==> src/rtl/axi4_lite_write_slave.sv <==
// axi4_lite_write_slave: AXI4-Lite write responder that pairs AW/W beats and commits them to a byte-strobed word store
// Each channel has a one-entry holding slot. A full pair commits once the single B response register can accept it.
module axi4_lite_write_slave #(
  parameter int ADDRESS_WIDTH = 32,
  parameter int DATA_WIDTH = 32,
  parameter logic [ADDRESS_WIDTH-1:0] MIN_ADDRESS = '0,
  parameter int MEM_DEPTH = 16,
  parameter bit DEFAULT_READY = 1'b0,
  parameter bit PRIV_ONLY = 1'b0
) (
  input  logic                         aclk,
  input  logic                         areset,
  input  logic [ADDRESS_WIDTH-1:0]     awaddr,
  input  logic [2:0]                   awprot,
  input  logic                         awvalid,
  output logic                         awready,
  input  logic [DATA_WIDTH-1:0]        wdata,
  input  logic [DATA_WIDTH/8-1:0]      wstrb,
  input  logic                         wvalid,
  output logic                         wready,
  output logic [1:0]                   bresp,
  output logic                         bvalid,
  input  logic                         bready,
  input  logic [$clog2(MEM_DEPTH)-1:0] dbg_index,
  output logic [DATA_WIDTH-1:0]        dbg_data
);
  localparam int STRB_WIDTH = DATA_WIDTH / 8;
  localparam int LSB = $clog2(STRB_WIDTH);
  localparam int IW = $clog2(MEM_DEPTH);
  localparam logic [ADDRESS_WIDTH:0] SPAN = (ADDRESS_WIDTH + 1)'(MEM_DEPTH * STRB_WIDTH);
  localparam logic [1:0] OKAY = 2'b00;
  localparam logic [1:0] SLVERR = 2'b10;
  localparam logic [1:0] DECERR = 2'b11;

  typedef enum logic {B_IDLE, B_RESP} b_state_t;

  b_state_t                 r_b_state;
  b_state_t                 w_b_next;
  logic                     r_aw_full;
  logic [ADDRESS_WIDTH-1:0] r_aw_addr;
  logic                     r_aw_priv;
  logic                     r_w_full;
  logic [DATA_WIDTH-1:0]    r_w_data;
  logic [STRB_WIDTH-1:0]    r_w_strb;
  logic                     r_awready;
  logic                     r_wready;
  logic [1:0]               r_bresp;
  logic [DATA_WIDTH-1:0]    r_mem [MEM_DEPTH];
  logic                     w_aw_hs;
  logic                     w_w_hs;
  logic                     w_commit;
  logic [ADDRESS_WIDTH-1:0] w_off;
  logic                     w_in_range;
  logic [1:0]               w_resp;
  logic [IW-1:0]            w_idx;
  logic                     w_unused;

  // Only the privileged bit of awprot affects the response.
  assign w_unused = ^awprot[2:1];

  assign awready = DEFAULT_READY ? (!r_aw_full && !areset) : r_awready;
  assign wready = DEFAULT_READY ? (!r_w_full && !areset) : r_wready;
  assign w_aw_hs = awvalid && awready;
  assign w_w_hs = wvalid && wready;
  assign bvalid = r_b_state == B_RESP;
  assign bresp = r_bresp;
  assign w_commit = r_aw_full && r_w_full && (!bvalid || bready);

  assign w_off = r_aw_addr - MIN_ADDRESS;
  assign w_in_range = (r_aw_addr >= MIN_ADDRESS) && ({1'b0, w_off} < SPAN);
  assign w_idx = w_off[LSB +: IW];
  assign w_resp = !w_in_range ? DECERR :
                  (r_aw_addr[LSB-1:0] != '0) ? SLVERR :
                  (PRIV_ONLY && !r_aw_priv) ? SLVERR : OKAY;
  assign dbg_data = r_mem[dbg_index];

  always_ff @(posedge aclk) begin
    r_b_state <= areset ? B_IDLE : w_b_next;
  end

  always_comb begin
    w_b_next = r_b_state;
    w_b_next = w_commit ? B_RESP : (bvalid && bready) ? B_IDLE : r_b_state;
  end

  always_ff @(posedge aclk) begin
    if (areset) begin
      r_aw_full <= 1'b0;
      r_aw_addr <= '0;
      r_aw_priv <= 1'b0;
      r_w_full <= 1'b0;
      r_w_data <= '0;
      r_w_strb <= '0;
      r_awready <= 1'b0;
      r_wready <= 1'b0;
      r_bresp <= OKAY;
      for (int i = 0; i < MEM_DEPTH; i++) r_mem[i] <= '0;
    end else begin
      // Pulsed ready: one cycle after valid is seen against an empty slot.
      r_awready <= awvalid && !r_aw_full && !r_awready;
      r_wready <= wvalid && !r_w_full && !r_wready;
      r_aw_full <= w_aw_hs || (r_aw_full && !w_commit);
      r_w_full <= w_w_hs || (r_w_full && !w_commit);
      if (w_aw_hs) begin
        r_aw_addr <= awaddr;
        r_aw_priv <= awprot[0];
      end
      if (w_w_hs) begin
        r_w_data <= wdata;
        r_w_strb <= wstrb;
      end
      if (w_commit) r_bresp <= w_resp;
      if (w_commit && w_resp == OKAY)
        for (int i = 0; i < STRB_WIDTH; i++)
          if (r_w_strb[i]) r_mem[w_idx][8*i +: 8] <= r_w_data[8*i +: 8];
    end
  end
endmodule
==> config.mk <==
export PLATFORM = sky130hd
export DESIGN_NAME = axi4_lite_write_slave
export DESIGN_NICKNAME = d
export VERILOG_FILES = /design/src/rtl/axi4_lite_write_slave.sv
export SDC_FILE = /design/constraint.sdc
export NUM_CORES = 1
export LEC_CHECK = 0
export BUFFER_PORTS_ARGS = -buffer_cell sky130_fd_sc_hd__clkbuf_2
export CORE_MARGIN = 8
export CORE_UTILIZATION = 55
export DETAILED_ROUTE_END_ITERATION = 10
export PLACE_DENSITY = 0.74
export SLEW_MARGIN = 20
export SYNTH_ARGS = -nofsm -noshare
export SYNTH_HDL_FRONTEND = slang
export SYNTH_SLANG_ARGS = --single-unit
==> constraint.sdc <==
create_clock -name aclk -period 6.5 [get_ports aclk]
set_clock_uncertainty 0.15 [all_clocks]
set_input_delay 1.3 -clock aclk [delete_from_list [all_inputs] [get_ports aclk]]
set_output_delay 1.3 -clock aclk [all_outputs]
set_load 0.05 [all_outputs]
# After elaboration in Yosys (flattened, before gate mapping)

Memory sizes are Yosys's and may differ from the RTL's.
Index checks and enable logic that the tools add are counted.

Register bits after elaboration: 75
Bits of input ports: 80
Latch bits: 0
Bits in writable memories: 512
Memory bits (read-only): 0
Memories: 1

Order comparisons: 2
Shift-type cells: 0
Bitwise logic cells: 0
Add/subtract/negate cells: 0
$mul: 0
Multiplexer cells: 25
Reductions and logical operators: 26
Equal/unequal tests: 0
Div/mod/pow operators: 0

Memory list:

| memory | words | bits a word | rd ports | clocked after memory_dff | write ports | line | RTL |
|---|---|---|---|---|---|---|---|
| r_mem  | 16    | 32          | 1        | 0                        | 16          | 48   | `logic [DATA_WIDTH-1:0] r_mem [MEM_DEPTH];` |

Operators with widths:

| kind                                                                    | number |
|---|---|
| 32-bit by 1-bit >= comparator with 1-bit output (second input constant) | 1 |
| 32-bit by 7-bit < comparator with 1-bit output (second input constant)  | 1 |
| 32-bit 2-to-1 mux                                                       | 1 |
| 32-bit OR reduction                                                     | 1 |
| 1-bit 2-to-1 mux                                                        | 20 |
| 1-bit logical AND                                                       | 13 |
| 4-bit 2-to-1 mux                                                        | 2 |
| 1-bit logical NOT                                                       | 6 |
| 2-bit 2-to-1 mux                                                        | 2 |
| 2-bit nonzero test                                                      | 2 |
| 1-bit logical OR                                                        | 3 |
| 2-bit logical NOT                                                       | 1 |

# Logic depth before layout (Yosys ltp)

Gate-level depths: netlist (run 1).

Word-level depth: 10
Depth in mapped cells: 6
Mapped depth without buffers: 4

# Worst setup path after synthesis (run 1)

OpenSTA, ideal clock, no wires.

Path type: input-to-output
Start point: in dbg_index[0]
End point: out dbg_data[11]
Required time: 5.050 ns
Path buffers: 2
Slack: 2.197 ns
Stages: 5
Arrival: 2.853 ns
Cells stage by stage: buf_2 buf_2 mux4_2 a22oi_1 nand2_1

Cells in the longest elaborated chain, start to end: 1

Ends and longest elaborated chain:

| what               | line | RTL |
|---|---|---|
| start: declaration | 24   | `input logic [$clog2(MEM_DEPTH)-1:0] dbg_index,` |
| memory 16 x 32 bit | --   |  |
| end: declaration   | 25   | `output logic [DATA_WIDTH-1:0] dbg_data` |

No other way between the ends.

# Worst setup path after layout (run 1)

Start point: in dbg_index[0]
End point: out dbg_data[17]

Same word-level chain as after synthesis.

==> results of run 1 <==
state kept, by name, indices dropped and copies added (netlist names):
register / flops
wready: 1
r_mem: 512
r_aw_addr: 32
r_w_full: 1
r_w_data: 32
bresp: 2
bvalid: 1
r_w_strb: 4
awready: 1
r_aw_full: 1
cells by family (layout without fill, tap and decap cells):
logic type	count (synthesis)	in the layout	share of synthesized area, %
simple gates	788	788	12.6
flops	587	587	67.6
compound gates	203	203	5.37
buf+inv	169	247	2.88
mux	128	128	11.5
per-stage QoR:
stage                     std cells  utilization [%]  power, mW  area [sq um]
after global routing           2553             61.2       8.08         27600
after floorplan                1875                -       4.70         25000
final                          2553             61.2       7.88         27600
after global placement         2449             57.4       4.86         25900
after CTS                      2552             61.2       7.91         27600
after detailed placement       2449             57.4       4.87         25900
final cells by class:
class	instances	area, sq um
clock buffers	82	1560
multi-input cells	1119	7390
clock inverters	21	154
flip-flops and latches	587	16900
well taps	600	751
fillers	3425	17500
repair buffers	144	857
cells in the final DEF, fill, tap and decap left out, types with 20 or more instances in the layout:
cell | netlist | layout
a21oi_1 | 71 | 71
a22oi_1 | 64 | 64
buf_4 | 2 | 29
clkbuf_1 | 100 | 20
clkbuf_16 | 0 | 57
clkbuf_2 | 0 | 110
dfxtp_1 | 75 | 75
edfxtp_1 | 512 | 512
mux4_2 | 128 | 128
nand2_1 | 203 | 203
nand3_1 | 20 | 20
nor2_1 | 520 | 519
o21bai_1 | 64 | 63
worst reg2reg max path, stage by stage (launching register included):
cell	delay, ns
dfxtp_1	0.31
nor4_1	0.29
and3_1	0.66
nand3_1	0.86
o21bai_1	1.17
final timing paths:
| path | cells past startpoint | slack [ns] | endpoint | startpoint |
|---|---|---|---|---|
| worst max-delay path | 6 | 1.53 | dbg_data[17] | dbg_index[0] |
| worst min-delay path | 2 | 0.30 | r_w_data[23] | r_w_data[23] |
| worst max register to register | 4 | 2.67 | r_mem[2][0] | r_aw_addr[19] |
| worst min register to register | 2 | 0.30 | r_w_data[23] | r_w_data[23] |
report_power, final:
group | internal [mW] | leakage, nW | total [mW] | switching [mW]
logic | 0.186 | 2.27 | 0.546 | 0.360
clock network | 1.74 | 0.838 | 3.09 | 1.35
registers | 4.21 | 5.89 | 4.25 | 0.0399
total | 6.13 | 8.99 | 7.88 | 1.75
layer usage:
layer | vias up | share of wire, %
li1 | 6864 | -
met5 | - | 0
met1 | 7812 | 36
met4 | 0 | 3.7
met3 | 131 | 10
met2 | 889 | 50
==> impl_metrics.toml, run 1 <==
[sta]
fin_hold_ws_ns = 0.303
relSlewSlack_pct = 26.0
max_freq_mhz = 201
final_min_period_over_clock_period_pct = 76.5
setup_viol = 0
tightest_slew_ns = 1.11
rsz0062_at_grt = "no"
drv_slew = 0
timing.final.ws_setup_ns = 1.53
tns_ns = 0
fin_crit_ns = 4.97
hold_viol = 0

[synth]
yosysMostFrequentCell = "nor2_1"
synth_top_area_share_pct = 61.6
avgSynthCellArea_sq_um = 13.3
netlist_area_sq_um = 25000
yosys_most_used_dff = "edfxtp_1"
synth_common_cells = "nor2_1, edfxtp_1, nand2_1, mux4_2, clkbuf_1"
syn_nets = 1955
synth.distinct_cells = 27
synth_edf_count = 512
async_flop_share_pct = 0
yosys_register_bits = 587
yosysWarnings = 0
ys_seq_area_share_pct = 67.6
synthTopCellsByArea = "edfxtp_1, mux4_2, nor2_1"
netlist_instances = 1875
yosys.area.top_type = "edfxtp_1"

[cells_and_area]
layout-drive-gt1-share_pct = 18.1
antennaDiodeCount = 0
syn_to_final_growth_pct = 10.5
final_nets = 1988

[clocking]
cts_buffers = 56
cts_tree = "built"
cts-hold-fix-buffers = 0
cts_resized = 0
post_cts.repair.setup_buffers = 0
clock_path_buffers = 3
root_buffer = "clkbuf_16"
htreeDepth = 2
clkLatencyLatePin_ns = 0.60
clkTransAtPathRegs_ns = 0.06
cts_sinks = 587

[critical_path]
cp_cell_sequence = "clkbuf_8, buf_4, mux4_2, a22oi_1, nand2_1, clkbuf_2"
max_stage_delay_ns = 0.57
crit_required_ns = 5.05
critPathBufInv = 3
crit_arrival_ns = 3.52
end_kind = "output pin"
cp_max_fo = 36
worstSetupStartpointType = "input port"
critPathKind = "input port to output pin"
slowest_stage = "mux4_2"
critPathTopFamily = "buffers and inverters"

[power]
ir_drop_uv = 249
p_leak_nw = 8.99
p_per_area_nw_per_um2 = 286

[place]
globalplace.congestion = 0.789
dp_slack_ns = 1.49
dpl.hpwl_mm = 38.4
port_buffers = 113

[detailed_routing]
avgRoutedWirePerCell_um = 24.2
drtIter0Drc = 1850
vias = 15700
drt-total-wl_mm = 61.8
drcViolationCount = 0
first_pass_iters = 5
vias_per_cell = 6.15
ant_nets = 0

[global_route]
grt_util_met2_pct = 38.9
grt_max_degree = 82
grt.total_usage_pct = 23.0
grtUsageMet1_pct = 29.1
grt_pass1_vias = 15900
antenna_found_initial = 0
grt_pass1_wl_mm = 92.1
grtUsageMet3_pct = 4.50
grt_remaining_overflow = 0
busiest_layer = "met2"

[status]
outcome = "finished clean"

[floorplan]
design.core.area_sq_um = 45100
rows = 78
dieArea_sq_um = 52500
start_util_pct = 55.4
die_h_um = 229
die_w_um = 229
io_pins = 117

[job]
maxCapViolCount = 0

[hold_path]
hold_path_class = "register to register"
Note: power is estimated with default switching activity, not from simulation.
==> inputs of run 2 (changes only) <==
--- a/config.mk
+++ b/config.mk
@@ -9,7 +9,7 @@
 export CORE_MARGIN = 8
 export CORE_UTILIZATION = 55
 export DETAILED_ROUTE_END_ITERATION = 10
-export PLACE_DENSITY = 0.74
+export PLACE_DENSITY = 0.76
 export SLEW_MARGIN = 20
 export SYNTH_ARGS = -nofsm -noshare
 export SYNTH_HDL_FRONTEND = slang
==> constraint.sdc (replaced) <==
create_clock -name aclk -period 4.5 [get_ports aclk]
set_clock_uncertainty 0.15 [all_clocks]
set_input_delay 0.9 -clock aclk [delete_from_list [all_inputs] [get_ports aclk]]
set_output_delay 0.9 -clock aclk [all_outputs]
set_load 0.05 [all_outputs]
==> impl_metrics.toml, run 2 (synthesis results as in run 1) <==
[detailed_routing]
drt-total-wl_mm = 62.1
drcViolationCount = 0
vias = 15900
first_pass_iters = 5
vias_per_cell = 6.07
drtIter0Drc = 1811
avgRoutedWirePerCell_um = 23.7
ant_nets = 0

[critical_path]
end_kind = "output pin"
crit_arrival_ns = 2.79
worstSetupStartpointType = "input port"
crit_required_ns = 3.45
cp_max_fo = 36
critPathKind = "input port to output pin"
rrSetupSlack_ns = 0.86

[place]
placed_cells = 2518
globalplace.congestion = 0.803
dpl.hpwl_mm = 39.3
port_buffers = 113

[clocking]
cts_buffers = 57
post_cts.repair.setup_buffers = 0
cts-hold-fix-buffers = 0
clkLatencyLatePin_ns = 0.61
cts_sinks = 587
cts_resized = 0
clkTransAtPathRegs_ns = 0.06
cts_tree = "built"
htreeDepth = 2
root_buffer = "clkbuf_16"
clock_path_buffers = 3

[sta]
hold_viol = 0
rsz0062_at_grt = "no"
setup_viol = 0
tightest_slew_ns = 1.04
drv_slew = 0
fin_hold_ws_ns = 0.307
fin_crit_ns = 3.84
tns_ns = 0
relSlewSlack_pct = 30.6
final_min_period_over_clock_period_pct = 85.3
max_freq_mhz = 260

[hold_path]
hold_path_class = "register to register"

[cells_and_area]
antennaDiodeCount = 0
final_cell_mix = "nor2_1, edfxtp_1, nand2_1, mux4_2, clkbuf_2"
largest_register_ff_count = 512
top_register = "r_mem"
top_regs = "r_mem: 512 flops, r_aw_addr: 32 flops, r_w_data: 32 flops"
final_nets = 2057
syn_to_final_growth_pct = 13.3
final_common_cell = "nor2_1"
layout-drive-gt1-share_pct = 21.3
instances_no_fill = 2624

[floorplan]
dieArea_sq_um = 52500
start_util_pct = 55.4
die_h_um = 229
io_pins = 117
die_w_um = 229
design.core.area_sq_um = 45100
rows = 78

[power]
p_leak_nw = 9.41
p_per_area_nw_per_um2 = 415
ir_drop_uv = 306

[status]
outcome = "finished clean"

[global_route]
grt_remaining_overflow = 0
grt_pass1_wl_mm = 94.5
grt_pass1_vias = 16500
grt_max_degree = 81
grt.total_usage_pct = 23.4
antenna_found_initial = 0

[job]
maxCapViolCount = 0
==> run 2: cell count changes in the layout (fill, tap and decap cells not counted), moves of 3 or more <==
cell / previous run / this run
buf_4: 29 / 94
clkinv_2: 7 / 10
clkbuf_1: 20 / 14
bufinv_16: 2 / 5
buf_12: 3 / 7
==> run 2: stage by stage <==
step	setup WS, ns	util, %	power, mW	cell area [sq um]
after floorplan	0.997	-	6.79	25000
after global placement	0.653	58.6	7.06	26400
after detailed placement	0.640	58.6	7.08	26400
after CTS	0.641	62.8	11.8	28300
after global routing	0.545	62.8	12.1	28300
final	0.659	62.8	11.7	28300
==> run 2: path summary, 6_finish.rpt <==
check / startpoint / end / cells after the start
worst min register to register: r_aw_addr[18] / r_aw_addr[18] / 2
worst max register to register: r_aw_addr[14] / r_mem[15][19] / 4
worst max-delay path: dbg_index[0] / dbg_data[31] / 6
worst min-delay path: r_aw_addr[18] / r_aw_addr[18] / 2
==> run 2: cell type report <==
| cell class | count | area, sq um |
|---|---|---|
| sequential | 587 | 16900 |
| fill | 3279 | 16800 |
| multi-input combinational | 1119 | 7390 |
| clock buffer | 79 | 1610 |
| timing repair buffer | 212 | 1410 |
| tap | 600 | 751 |
| clock inverter | 27 | 258 |
==> run 2: per-layer routing <==
metal  up-vias  wire [um]  GRT usage (%)
met5         -          0              0
met3       104       6070           4.23
met4         0       1670           8.03
li1       6995          -              -
met2       922      31300           39.8
met1      7915      23000           30.2
==> run 2: critical path, cell delays in order <==
cell      delay (ns)
clkbuf_8        0.23
buf_12          0.32
mux4_2          0.60
a22oi_1         0.30
nand2_1         0.14
clkbuf_2        0.26
==> run 2: power breakdown <==
| group | total (mW) | switching [mW] | leakage, nW | internal, mW |
|---|---|---|---|---|
| Clock | 4.76 | 1.99 | 0.915 | 2.78 |
| Combinational | 0.839 | 0.529 | 2.61 | 0.310 |
| Sequential | 6.13 | 0.0578 | 5.89 | 6.07 |
